<file path="config.mk">
export PLATFORM = sky130hd
export DESIGN_NAME = ifm_tile_reader_flat
export DESIGN_NICKNAME = d
export VERILOG_FILES = /design/src/rtl/ifm_tile_reader_if.sv /design/src/rtl/ifm_tile_reader.sv /design/src/flat_wrapper.sv
export SDC_FILE = /design/constraint.sdc
export NUM_CORES = 1
export LEC_CHECK = 0
export ABC_AREA = 1
export BUFFER_PORTS_ARGS = -buffer_cell sky130_fd_sc_hd__buf_2
export CORE_MARGIN = 2
export CORE_UTILIZATION = 48
export CTS_CLUSTER_SIZE = 16
export DETAILED_ROUTE_END_ITERATION = 10
export PLACE_DENSITY = 0.79
export SLEW_MARGIN = 20
export SYNTH_ARGS = -nofsm -noshare
export SYNTH_HDL_FRONTEND = slang
export SYNTH_SLANG_ARGS = --single-unit
</file>
<file path="constraint.sdc">
create_clock -name clk -period 2.8 [get_ports clk]
set_input_delay 0.42 -clock clk [delete_from_list [all_inputs] [get_ports clk]]
set_output_delay 0.42 -clock clk [all_outputs]
set_load 0.03 [all_outputs]
</file>
<file path="src/rtl/ifm_tile_reader_if.sv">
// Bundle of the DPRAM read port and the output word stream used by ifm_tile_reader.
// The master side is the tile reader; the slave side is the DPRAM plus the downstream feeder.
interface ifm_tile_reader_if #(
  parameter int ADDR_WIDTH  = 19,
  parameter int INOUT_WIDTH = 128
);
  logic                   mem_we;
  logic [ADDR_WIDTH-1:0]  mem_addr;
  logic [INOUT_WIDTH-1:0] mem_din;
  logic [INOUT_WIDTH-1:0] mem_dout;
  logic [INOUT_WIDTH-1:0] out_data;
  logic                   out_valid;
  logic                   out_ready;
  logic                   out_last;

  modport master (
    output mem_we, mem_addr, mem_din, out_data, out_valid, out_last,
    input  mem_dout, out_ready
  );

  modport slave (
    input  mem_we, mem_addr, mem_din, out_data, out_valid, out_last,
    output mem_dout, out_ready
  );
endinterface

</file>
<file path="src/rtl/ifm_tile_reader.sv">
// Fetches one 32x32x3 input tile from the feature-map DPRAM in channel/column-group/row order
// and streams the 128-bit words through a 2-entry FIFO that hides the 1-cycle read latency.
module ifm_tile_reader #(
  parameter int ADDR_WIDTH  = 19,
  parameter int INOUT_WIDTH = 128,
  parameter int ROW_STRIDE  = 416,
  parameter int CH_STRIDE   = 173056,
  parameter int TILE_H      = 32,
  parameter int COL_GROUPS  = 2,
  parameter int CHANNELS    = 3
) (
  input  logic                  clk,
  input  logic                  rst_n,
  input  logic                  start,
  input  logic [ADDR_WIDTH-1:0] base_addr,
  output logic                  busy,
  output logic                  done,
  ifm_tile_reader_if.master     bus
);

  localparam int RW = (TILE_H     > 1) ? $clog2(TILE_H)     : 1;
  localparam int GW = (COL_GROUPS > 1) ? $clog2(COL_GROUPS) : 1;
  localparam int CW = (CHANNELS   > 1) ? $clog2(CHANNELS)   : 1;

  typedef logic [ADDR_WIDTH-1:0] addr_t;

  localparam addr_t ROW_INC = addr_t'(ROW_STRIDE);
  localparam addr_t COL_INC = addr_t'(INOUT_WIDTH / 8);
  localparam addr_t CH_INC  = addr_t'(CH_STRIDE);

  localparam logic [RW-1:0] R_LAST = RW'(TILE_H - 1);
  localparam logic [GW-1:0] G_LAST = GW'(COL_GROUPS - 1);
  localparam logic [CW-1:0] C_LAST = CW'(CHANNELS - 1);

  localparam logic [1:0] S_IDLE  = 2'd0;
  localparam logic [1:0] S_READ  = 2'd1;
  localparam logic [1:0] S_DRAIN = 2'd2;

  logic [1:0]             r_state;
  logic [RW-1:0]          r_row;
  logic [GW-1:0]          r_grp;
  logic [CW-1:0]          r_ch;
  addr_t                  r_addr;
  addr_t                  r_grp_addr;
  addr_t                  r_ch_addr;
  logic                   r_inflight;
  logic                   r_inflight_last;
  logic [INOUT_WIDTH-1:0] r_fifo_data [2];
  logic [1:0]             r_fifo_last;
  logic                   r_rd_ptr;
  logic                   r_wr_ptr;
  logic [1:0]             r_count;

  logic       w_pop;
  logic       w_push;
  logic [2:0] w_occupancy;
  logic       w_issue;
  logic       w_final;
  addr_t      w_grp_next;
  addr_t      w_ch_next;

  // Occupancy counts the word still in the DPRAM pipe, so count + inflight never exceeds 2.
  assign w_pop       = (r_count != 2'd0) & bus.out_ready;
  assign w_push      = r_inflight;
  assign w_occupancy = {1'b0, r_count} + {2'b00, r_inflight} - {2'b00, w_pop};
  assign w_issue     = (r_state == S_READ) && (w_occupancy < 3'd2);
  assign w_final     = (r_ch == C_LAST) && (r_grp == G_LAST) && (r_row == R_LAST);
  assign w_grp_next  = r_grp_addr + COL_INC;
  assign w_ch_next   = r_ch_addr + CH_INC;

  // NOTE: sequential state uses non-blocking assignments so every register samples pre-edge values.
  always_ff @(posedge clk or negedge rst_n) begin
    if (!rst_n) begin
      r_state    <= S_IDLE;
      r_row      <= '0;
      r_grp      <= '0;
      r_ch       <= '0;
      r_addr     <= '0;
      r_grp_addr <= '0;
      r_ch_addr  <= '0;
    end else begin
      case (r_state)
        S_IDLE: begin
          if (start) begin
            r_state    <= S_READ;
            r_row      <= '0;
            r_grp      <= '0;
            r_ch       <= '0;
            r_addr     <= base_addr;
            r_grp_addr <= base_addr;
            r_ch_addr  <= base_addr;
          end
        end
        S_READ: begin
          if (w_issue) begin
            if (w_final) begin
              r_state <= S_DRAIN;
            end else if (r_row == R_LAST) begin
              r_row <= '0;
              if (r_grp == G_LAST) begin
                r_grp      <= '0;
                r_ch       <= r_ch + 1'b1;
                r_ch_addr  <= w_ch_next;
                r_grp_addr <= w_ch_next;
                r_addr     <= w_ch_next;
              end else begin
                r_grp      <= r_grp + 1'b1;
                r_grp_addr <= w_grp_next;
                r_addr     <= w_grp_next;
              end
            end else begin
              r_row  <= r_row + 1'b1;
              r_addr <= r_addr + ROW_INC;
            end
          end
        end
        S_DRAIN: begin
          if (w_pop && bus.out_last) r_state <= S_IDLE;
        end
        default: r_state <= S_IDLE;
      endcase
    end
  end

  always_ff @(posedge clk or negedge rst_n) begin
    if (!rst_n) begin
      r_inflight      <= 1'b0;
      r_inflight_last <= 1'b0;
    end else begin
      r_inflight      <= w_issue;
      r_inflight_last <= w_issue & w_final;
    end
  end

  // NOTE: the two FIFO entries are reset because out_data must read as zero straight out of reset.
  always_ff @(posedge clk or negedge rst_n) begin
    if (!rst_n) begin
      for (int i = 0; i < 2; i++) r_fifo_data[i] <= '0;
      r_fifo_last <= '0;
      r_rd_ptr    <= 1'b0;
      r_wr_ptr    <= 1'b0;
      r_count     <= '0;
    end else begin
      if (w_push) begin
        r_fifo_data[r_wr_ptr] <= bus.mem_dout;
        r_fifo_last[r_wr_ptr] <= r_inflight_last;
        r_wr_ptr              <= ~r_wr_ptr;
      end
      if (w_pop) r_rd_ptr <= ~r_rd_ptr;
      r_count <= r_count + {1'b0, w_push} - {1'b0, w_pop};
    end
  end

  assign bus.mem_we    = 1'b0;
  assign bus.mem_din   = '0;
  assign bus.mem_addr  = r_addr;
  assign bus.out_data  = r_fifo_data[r_rd_ptr];
  assign bus.out_valid = (r_count != 2'd0);
  assign bus.out_last  = bus.out_valid & r_fifo_last[r_rd_ptr];
  assign busy          = (r_state != S_IDLE);
  assign done          = w_pop & bus.out_last;

endmodule

</file>
<file path="src/flat_wrapper.sv">
// flat-port wrapper written by rule: the top's interface ports become plain ports
module ifm_tile_reader_flat 
#(
  parameter int ADDR_WIDTH  = 19,
  parameter int INOUT_WIDTH = 128,
  parameter int ROW_STRIDE  = 416,
  parameter int CH_STRIDE   = 173056,
  parameter int TILE_H      = 32,
  parameter int COL_GROUPS  = 2,
  parameter int CHANNELS    = 3
)
  (clk, rst_n, start, base_addr, busy, done, bus_mem_we, bus_mem_addr, bus_mem_din, bus_out_data, bus_out_valid, bus_out_last, bus_mem_dout, bus_out_ready);
  ifm_tile_reader_if #(.ADDR_WIDTH(ADDR_WIDTH), .INOUT_WIDTH(INOUT_WIDTH)) bus_i ();
  input  logic clk;
  input  logic rst_n;
  input  logic start;
  input  logic [ADDR_WIDTH-1:0] base_addr;
  output logic busy;
  output logic done;
  output wire logic [$bits(bus_i.mem_we)-1:0] bus_mem_we;
  output wire logic [$bits(bus_i.mem_addr)-1:0] bus_mem_addr;
  output wire logic [$bits(bus_i.mem_din)-1:0] bus_mem_din;
  output wire logic [$bits(bus_i.out_data)-1:0] bus_out_data;
  output wire logic [$bits(bus_i.out_valid)-1:0] bus_out_valid;
  output wire logic [$bits(bus_i.out_last)-1:0] bus_out_last;
  input wire logic [$bits(bus_i.mem_dout)-1:0] bus_mem_dout;
  input wire logic [$bits(bus_i.out_ready)-1:0] bus_out_ready;
  assign bus_mem_we = bus_i.mem_we;
  assign bus_mem_addr = bus_i.mem_addr;
  assign bus_mem_din = bus_i.mem_din;
  assign bus_out_data = bus_i.out_data;
  assign bus_out_valid = bus_i.out_valid;
  assign bus_out_last = bus_i.out_last;
  assign bus_i.mem_dout = bus_mem_dout;
  assign bus_i.out_ready = bus_out_ready;
  ifm_tile_reader #(.ADDR_WIDTH(ADDR_WIDTH), .INOUT_WIDTH(INOUT_WIDTH), .ROW_STRIDE(ROW_STRIDE), .CH_STRIDE(CH_STRIDE), .TILE_H(TILE_H), .COL_GROUPS(COL_GROUPS), .CHANNELS(CHANNELS)) u_core (.clk(clk), .rst_n(rst_n), .start(start), .base_addr(base_addr), .busy(busy), .done(done), .bus(bus_i));
endmodule
</file>
==> results.txt <==
----------------------------------------------------
[Cells and area]
  Layout cells sized above 1 ... between 10% and 20%
  Sequential Area ... a little over 8000 um^2
  Count of fill cells added during filler insertion ... roughly 3000
  Area of combinational cells with multiple inputs ... roughly 6500 um^2
  Count of nets after finishing ... approximately 2500
  Signed area change from the synthesized netlist to the final layout ... 19.2%
  Filler-free cell count of the finished design ... roughly 2800

[Timing]
  Setup violators final ... 0
  Maximum clock rate ... around 360 MHz
  Actual transition at the worst max-transition pin ... between 600 and 700 ps
  Final cycle utilization of the critical path ... between 90% and 100%
  Final hold vios ... 0
  Normalized max-slew margin ... between 50% and 60%
  Time the final worst path needs with I/O delays and setup ... approximately 2700 ps
  Final WS setup ... between 50 and 60 ps
  Setup repair after global routing missed its margin ... true
  Final setup skew ... between 9 and 10 ps
  Number of max-slew violations in the final report ... 0

[Global route]
  Initial antenna violation count ... 2
  Vias in the first global route ... approximately 13000
  Total global routing overflow ... 0
  Wire length of the first global-routing pass ... around 66000 um
  Global-route total usage across every layer ... between 20% and 30%
  Largest net degree at the start of global routing ... just under 80

[Synthesis]
  Most numerous cell types in the synthesized netlist ... sky130_fd_sc_hd__nand2_1 (799), sky130_fd_sc_hd__dfrtp_1 (331), sky130_fd_sc_hd__o21ai_0 (302), sky130_fd_sc_hd__inv_1 (196), sky130_fd_sc_hd__buf_4 (131)
  Largest family of logic cells by synthesized area ... simple AND/OR/NAND/NOR gates
  Post-synthesis share of cell area spent on full adders, half adders and majority gates ... less than 1%
  Portion of synthesized cell area occupied by the leading cell type ... a little over 50%
  Yosys top cell by area ... sky130_fd_sc_hd__dfrtp_1
  Average footprint of a synthesized cell ... 7.80 um^2
  Most used standard cell by instance count after synthesis ... sky130_fd_sc_hd__nand2_1
  Dominant register cell in the synthesized netlist ... sky130_fd_sc_hd__dfrtp_1
  Cell count after synthesis ... a little over 2000
  Synthesis warning total ... 0
  Number of synthesized flops with an enable pin ... 0
  Synth unique cells ... 40
  Area share of xor/xnor cells in the synthesized design ... less than 1%
  Number of register bits inferred by synthesis ... between 300 and 400
  Multiplexer share of the synthesized area ... 0%
  Netlist area before placement ... about 16000 um^2
  Largest cells by area after synthesis ... sky130_fd_sc_hd__dfrtp_1 (51%), sky130_fd_sc_hd__nand2_1 (19%), sky130_fd_sc_hd__o21ai_0 (9.3%), sky130_fd_sc_hd__buf_4 (6.1%), sky130_fd_sc_hd__inv_1 (4.5%)
  Share of async-settable or async-resettable flops after synthesis ... between 90% and 100%
  Simple-gate portion of the synthesized area ... approximately 23%
  Complex-gate fraction of the synthesized area ... 11.4%
  Portion of the post-synthesis area used by sequential elements ... about half

[Clock tree]
  Number of buffers on the longest clock path ... 3
  CTS HTree Levels ... 2
  TritonCTS clock tree ... built
  Latest clock arrival within the worst-skew pair ... ~500 ps
  CTS root buffer ... sky130_fd_sc_hd__clkbuf_16
  Clock transition time at the flip-flop clock pins of the worst setup and hold paths ... 60 ps
  TritonCTS Sinks ... about 330
  Clock buffers created by TritonCTS ... 36

[Route]
  Per-cell via count in the routed design ... 4.92
  Sum of routed wire length over all layers ... roughly 41000 um
  Drt wl/cell ... about 15 um
  DRC violation count after routing ... 0
  First-pass iteration count of the detailed router ... 6
  Routed via count ... ~14000
  Remaining antenna violation count after routing ... 0
  1st-iter DRT viols ... roughly 1100

[Worst setup path]
  Kind of end point of the critical path ... flop
  Startpoint Class ... flop
  Logic depth of the worst register-to-register path ... 15
  Worst Setup Path Type ... flop to flop
  Crit-path cells ... nor2_2, nor2_2, ha_1, inv_1, ha_2, fa_1, inv_1, nand3_2, nand2_4, buf_6, nand3b_4, buf_12, clkbuf_16, nand2_2, nand2_1
  Data arrival time at the worst-slack endpoint ... between 3000 and 4000 ps
  Worst-path maximum fanout ... 6
  Worst path max stage delay ... 470 ps
  Endpoint required time on the critical path ... between 3000 and 4000 ps
  CP max-delay cell ... sky130_fd_sc_hd__fa_1

[Job]
  Maximum Capacitance Violations ... 0

[Pwr]
  Pwr Density ... roughly 1400 nW/um^2
  Static leakage ... 10.9 nW
  Worst voltage drop across the vdd grid ... between 0.8 and 0.9 mV

[Die]
  Die Footprint ... around 35000 um^2
  Number of ports placed on the die boundary ... ~430
  Floorplan core area ... approximately 33000 um^2
  Initial Utilization ... approximately half
  Die height ... 188 um
  Site row count ... 67
  Die X-Extent ... about 190 um

[Min path]
  WHS Path Cells ... 3
  Hold crit path type ... primary input to flop

[Run status]
  Result of the run ... complete, no violations

[Placement]
  HPWL after DPL ... about 28000 um
  Setup slack at placement ... -123 ps
  Post-placement cell count ... 2770
  Final weighted congestion in routability-driven placement ... slightly above 0.9
  IO buf count ... 301

----------------------------------------------------
[critical path, delay by kind of cell, from the launching register on]
family | cells | cell delay, ps
AND/OR/NAND/NOR | 7 | 700
flip-flops | 1 | 400
adder cells (fa/ha/maj) | 3 | 920
buffers and inverters | 5 | 590
[report_power, final]
part,leakage (nW),switching (mW),internal [mW]
Clock,0.549,1.86,2.66
Sequential,4.02,1.48,7.16
Combinational,6.28,9.54,4.38
[what timing repair did]
action,4_1_cts,5_1_grt
buffers inserted,0,6
gates cloned,1,4
setup endpoints to repair,17,48
pin swaps,0,15
hold buffers,1,0
endpoints found under the hold margin,67,0
resized for setup,5,48
[metal layers]
| layer | routed length (um) | vias to the layer above | GRT usage (%) |
|---|---|---|---|
| met2 | 20000 | 529 | 39.0 |
| li1 | - | 6797 | - |
| met3 | 2710 | 84 | 3.72 |
| met5 | 0 | - | 0 |
| met4 | 1410 | 0 | 7.84 |
| met1 | 17200 | 6601 | 28.9 |
[sequential cells by signal, summed over array words and instances (netlist names)]
name and count:
u_core.r_wr_ptr 1, u_core.r_row 5, u_core.r_inflight 1, u_core.r_grp 1, u_core.r_ch_addr 19, u_core.r_ch 2, u_core.r_rd_ptr 1, u_core.r_grp_addr 19
u_core.r_fifo_last 2, u_core.r_state 2, u_core.r_fifo_data 256, u_core.r_count 2, u_core.r_inflight_last 1, u_core.bus.mem_addr 19
[cell usage in the layout, fill, tap and decap left out, types with 3 or more instances in the layout]
| cell type | n |
|---|---|
| sky130_fd_sc_hd__a21oi_1 | 22 |
| sky130_fd_sc_hd__a21oi_2 | 5 |
| sky130_fd_sc_hd__a31oi_1 | 3 |
| sky130_fd_sc_hd__a32o_1 | 3 |
| sky130_fd_sc_hd__buf_12 | 13 |
| sky130_fd_sc_hd__buf_2 | 300 |
| sky130_fd_sc_hd__buf_4 | 34 |
| sky130_fd_sc_hd__buf_6 | 3 |
| sky130_fd_sc_hd__clkbuf_1 | 12 |
| sky130_fd_sc_hd__clkbuf_16 | 37 |
| sky130_fd_sc_hd__clkbuf_8 | 7 |
| sky130_fd_sc_hd__clkinv_2 | 4 |
| sky130_fd_sc_hd__conb_1 | 129 |
| sky130_fd_sc_hd__dfrtp_1 | 330 |
| sky130_fd_sc_hd__ha_1 | 7 |
| sky130_fd_sc_hd__inv_1 | 195 |
| sky130_fd_sc_hd__nand2_1 | 779 |
| sky130_fd_sc_hd__nand2_2 | 15 |
| sky130_fd_sc_hd__nand2_4 | 7 |
| sky130_fd_sc_hd__nand3_1 | 42 |
| sky130_fd_sc_hd__nand4_1 | 5 |
| sky130_fd_sc_hd__nor2_1 | 67 |
| sky130_fd_sc_hd__nor2_2 | 3 |
| sky130_fd_sc_hd__nor2_4 | 5 |
| sky130_fd_sc_hd__nor2_8 | 3 |
| sky130_fd_sc_hd__nor3_1 | 7 |
| sky130_fd_sc_hd__o21ai_0 | 300 |
| sky130_fd_sc_hd__o22a_1 | 3 |
| sky130_fd_sc_hd__o22ai_1 | 7 |
| sky130_fd_sc_hd__xnor2_1 | 3 |
| sky130_fd_sc_hd__xor2_1 | 8 |
[kinds of logic (layout without fill, tap and decap cells)]
kind of cell,Yosys count,after routing
other,1,131
buffers and inverters,428,616
and+or+nand+nor,940,944
AOI/OAI and AO/OA,356,356
DFF,331,331
xor gates and xnor gates,11,11
adders and majority gates,9,9
[path summary, 6_finish.rpt]
kind / startpoint / to / slack (ps)
worst max-delay path: u_core.r_count[0]$_DFF_PN0_ / u_core.bus.mem_addr[0]$_DFFE_PN0P_ / 50
worst min-delay path: bus_mem_dout[9] / u_core.r_fifo_data[137]$_DFFE_PN0P_ / 170
worst max register to register: u_core.r_count[0]$_DFF_PN0_ / u_core.bus.mem_addr[0]$_DFFE_PN0P_ / 50
worst min register to register: u_core.r_fifo_data[135]$_DFFE_PN0P_ / u_core.r_fifo_data[135]$_DFFE_PN0P_ / 480
max in group asynchronous: rst_n / u_core.r_fifo_data[83]$_DFFE_PN0P_ / 1400
min in group asynchronous: rst_n / u_core.bus.mem_addr[13]$_DFFE_PN0P_ / 490
[metrics by stage]
step / area (um^2) / setup TNS [ps] / hold slack [ps] / power [mW] / utilization [%]
3_3_place_gp: 17900 / -243 / 456 / 21.5 / 53.6
4_1_cts: 19000 / 0 / 153 / 26.6 / 57.1
5_1_grt: 19300 / -1240 / 170 / 29.0 / 57.9
6_report: 19300 / 0 / 172 / 27.1 / 57.9
3_5_place_dp: 17900 / -1470 / 464 / 21.9 / 53.6
2_1_floorplan: 16700 / 0 / 124 / 17.8 / -
[cell type report]
type,instances,area share [%]
repair buffers,354,11.0
inverters,200,3.91
multi-input cells,1449,33.5
well taps,448,2.90
clock buffers,55,5.40
clock inverters,7,0.389
flip-flops and latches,331,42.9
diodes,2,0.0259
Power figures use the tool's default switching activity.
